<file path="src/rtl/switch_conditioner.sv">
// Board switch conditioner: 2-FF synchronizer, per-bit debounce, edge pulses
// and sticky change flags for the memory-mapped switch input.
module switch_conditioner #(
  parameter int WIDTH           = 4,
  parameter int DEBOUNCE_CYCLES = 50000
) (
  input  logic             i_clock,
  input  logic             i_reset,
  input  logic [WIDTH-1:0] i_switches_raw,
  input  logic             i_clear_changed,
  output logic [WIDTH-1:0] o_switches,
  output logic [WIDTH-1:0] o_rise,
  output logic [WIDTH-1:0] o_fall,
  output logic [WIDTH-1:0] o_changed,
  output logic             o_any_changed
);

  localparam int CW = $clog2(DEBOUNCE_CYCLES + 1);
  localparam logic [CW-1:0] CNT_LAST = CW'(DEBOUNCE_CYCLES - 1);

  logic [WIDTH-1:0] r_sync1;
  logic [WIDTH-1:0] r_sync2;
  logic [WIDTH-1:0] r_switches;
  logic [WIDTH-1:0] r_rise;
  logic [WIDTH-1:0] r_fall;
  logic [WIDTH-1:0] r_changed;
  logic [CW-1:0]    r_cnt [WIDTH];

  logic [WIDTH-1:0] w_differ;
  logic [WIDTH-1:0] w_accept;
  logic [CW-1:0]    w_cnt_next [WIDTH];
  logic [WIDTH-1:0] w_rise_next;
  logic [WIDTH-1:0] w_fall_next;

  // A bit accepts its new level on the DEBOUNCE_CYCLES-th consecutive differing cycle.
  genvar gi;
  generate
    for (gi = 0; gi < WIDTH; gi++) begin : g_bit
      assign w_differ[gi]   = r_sync2[gi] ^ r_switches[gi];
      assign w_accept[gi]   = w_differ[gi] && (r_cnt[gi] == CNT_LAST);
      assign w_cnt_next[gi] = (!w_differ[gi] || w_accept[gi]) ? '0 : r_cnt[gi] + CW'(1);
    end
  endgenerate

  assign w_rise_next = w_accept & r_sync2;
  assign w_fall_next = w_accept & ~r_sync2;

  always_ff @(posedge i_clock or posedge i_reset) begin
    if (i_reset) begin
      r_sync1    <= '0;
      r_sync2    <= '0;
      r_switches <= '0;
      r_rise     <= '0;
      r_fall     <= '0;
      r_changed  <= '0;
      for (int i = 0; i < WIDTH; i++) r_cnt[i] <= '0;
    end else begin
      r_sync1    <= i_switches_raw;
      r_sync2    <= r_sync1;
      r_switches <= r_switches ^ w_accept;
      r_rise     <= w_rise_next;
      r_fall     <= w_fall_next;
      // A new edge on the same cycle as a clear wins, so no change is lost.
      r_changed  <= (r_changed & ~{WIDTH{i_clear_changed}}) | w_rise_next | w_fall_next;
      for (int i = 0; i < WIDTH; i++) r_cnt[i] <= w_cnt_next[i];
    end
  end

  assign o_switches    = r_switches;
  assign o_rise        = r_rise;
  assign o_fall        = r_fall;
  assign o_changed     = r_changed;
  assign o_any_changed = |r_changed;

endmodule

</file>
<file path="config.mk">
export PLATFORM = sky130hd
export DESIGN_NAME = switch_conditioner
export DESIGN_NICKNAME = d
export VERILOG_FILES = /design/src/rtl/switch_conditioner.sv
export SDC_FILE = /design/constraint.sdc
export NUM_CORES = 1
export LEC_CHECK = 0
export BUFFER_PORTS_ARGS = -buffer_cell sky130_fd_sc_hd__buf_2
export CORE_UTILIZATION = 60
export CTS_CLUSTER_DIAMETER = 40
export DETAILED_ROUTE_END_ITERATION = 7
export MAX_ROUTING_LAYER = met4
export PLACE_DENSITY_LB_ADDON = 0.12
export SLEW_MARGIN = 0
export SYNTH_ARGS = -nofsm -noshare
export SYNTH_HDL_FRONTEND = slang
export SYNTH_SLANG_ARGS = --single-unit
</file>
<file path="constraint.sdc">
create_clock -name i_clock -period 3.7 [get_ports i_clock]
set_clock_uncertainty 0.2 [all_clocks]
set_input_delay 0.185 -clock i_clock [delete_from_list [all_inputs] [get_ports i_clock]]
set_output_delay 0.185 -clock i_clock [all_outputs]
set_load 0.03 [all_outputs]
</file>
==> impl_metrics.toml <==
[die]
die_area_um2 = 6814
start_util = 0.6385
die_x_um = 82.55
rows = 28
coreArea_um2 = 6096
die_y_um = 82.55
io_pins = 24

[cts]
cts_hold_buf = 6
cts_root_buffer = "clkbuf_8"
cts_tree = "done"
clk_pin_slew_worst_paths_ns = 0.09
cts_max_level = 3
insertion_delay_ns = 0.35
cts_resized = 0
cts_buffers = 9
clock_tree.buffer_depth = 2
post_cts_buffers = 0
cts_sinks = 88

[sta]
fin_crit_sh = 0.6582
setup_viol = 0
finalCriticalPeriod_ns = 2.435
slew_violations = 0
worst_pin_slew_ns = 0.6101
max_freq_mhz = 410.6
rsz0062_at_grt = "no"
slew_headroom = 0.5932
tns_ns = 0
hold_viol_final = 0

[route]
wire_per_inst_um = 14.32
avgViaCountPerCell = 5.489
drc = 0
drt-initial-drc-count = 151
drt_first_pass_iters = 4
drt-total-wl_um = 6817
postRouteAntennaNets = 0
via_count = 2613

[yosys]
syn-cell-area_um2 = 3892
yosysUniqueCellTypes = 35
seq_area_frac_synth = 0.5657
ys_async_sr_fraction = 1.000
synthCells = 362
synthesis.nets = 373
yosysWarnings = 0
synth_top_flop_cell = "dfrtp_1"
synth_seq_cells = 88
synth_edf_count = 0
postSynthAreaPerCell_um2 = 10.75

[min_path]
hold_class = "flip-flop to flip-flop"

[place]
place.gp.congestion = 0.8088
hpwl_um = 4384
port_buffers = 23

[power]
peakVddDrop_uv = 288.8
power_leakage_nw = 1.953
finalPower_mw = 1.840
power_density_nw_per_um2 = 419.6

[layout]
drive_gt1_frac = 0.1222
fillers = 448
multiInputGateArea_um2 = 1612
seq_area_um2 = 2202
antenna_cells = 0
utilization = 0.7192
nets = 407
area_delta_synth_final_pct = 12.63

[critical_path]
cp-end-kind = "flip-flop"
crit_fanout = 15
cp.arrival_ns = 2.45
crit_type = "flip-flop to flip-flop"
startpoint_type = "flip-flop"
worst_ep_required_time_ns = 3.71

[outcome]
status = "completed"

[job]
maxCapViolations = 0

[global_routing]
antenna_found_initial = 0
overflow = 0
grt_util_all_layers = 0.2402
grt_pass1_wl_um = 11720
grt_start_max_net_pins = 34
grt_pass1_vias = 2518
synth_stat cells, types with 4 or more instances:
cell type,instances,area [um^2]
dfrtp_1,88,2202
nor2_1,70,262.8
xnor2_1,32,280.3
xor2_1,28,245.2
nand3_1,21,105.1
nand4_1,18,112.6
nand2_1,13,48.80
inv_1,11,41.29
and3_1,8,50.05
and4_1,8,70.07
nor3b_1,8,60.06
nor3_1,7,35.03
nor4_1,7,43.79
clkbuf_1,6,22.52
ha_1,4,50.05
mux2_2,4,45.04
flip-flops by register name (all words and copies together) (netlist names), named ones only:
name and flops:
r_sync2 4, r_cnt 64, o_rise 4, o_changed 4, r_sync1 4, o_fall 4
where the power goes:
| group | switching [mW] | internal, mW | total (mW) |
|---|---|---|---|
| Sequential | 0.0135 | 0.976 | 0.989 |
| Clock | 0.341 | 0.449 | 0.791 |
| Combinational | 0.0398 | 0.0202 | 0.0600 |
| Total | 0.394 | 1.45 | 1.84 |
final timing paths:
path,start,to,slack (ns),cells past startpoint
setup / recovery,r_cnt[12],r_cnt[13],1.26,4
hold / removal,r_sync1[1],r_sync2[1],0.15,0
setup reg to reg,r_cnt[12],r_cnt[13],1.26,4
hold reg to reg,r_sync1[1],r_sync2[1],0.15,0
max in group asynchronous,i_reset,r_sync2[3],2.37,4
min in group asynchronous,i_reset,r_cnt[31],0.17,3
routing by layer:
| layer | share of wire | up-vias | GRT usage |
|---|---|---|---|
| li1 | - | 1304 | - |
| met4 | 0.015 | 0 | 0.1086 |
| met2 | 0.43 | 58 | 0.3314 |
| met1 | 0.51 | 1242 | 0.3375 |
| met5 | 0 | - | - |
| met3 | 0.048 | 9 | 0.05604 |
placed cells by master (no fill, tap or decap), types with 9 or more instances in the layout:
cell	count
dfrtp_1	88
nor2_1	70
xnor2_1	32
xor2_1	28
buf_2	23
nand3_1	21
nand4_1	18
nand2_1	13
inv_1	10
clkbuf_8	9
logic make-up (layout without fill, tap and decap cells):
kind of cell | after synthesis | in the layout | share of synthesized area
simple gates | 180 | 180 | 0.2433
flops | 88 | 88 | 0.5657
xor+xnor | 60 | 60 | 0.1350
buf+inv | 19 | 58 | 0.02025
compound gates | 7 | 7 | 0.01125
fa+ha+maj | 4 | 4 | 0.01286
mux | 4 | 4 | 0.01157
area by class of cell:
class / count / area share
timing repair buffer: 31 / 0.04338
clock buffer: 9 / 0.02825
tap: 75 / 0.02140
multi-input combinational: 255 / 0.3676
sequential: 88 / 0.5023
clock inverter: 7 / 0.02740
inverter: 11 / 0.009703
critical path, stage by stage, from the launching register on:
cell     delay, ns
dfrtp_1       0.42
or4_1         0.52
or4_4         0.53
o21ai_2       0.51
nor2_1        0.12
per-stage QoR:
stage	instances	instance area (um^2)	worst slack, ns	hold slack, ns
after floorplan	362	3892	1.036	0.01643
after global placement	454	4080	1.320	-0.001234
after detailed placement	454	4080	1.252	-0.001186
after CTS	476	4384	1.248	0.1560
after global routing	476	4384	1.118	0.1734
final	476	4384	1.265	0.1542
(Power assumes the default switching activity.)
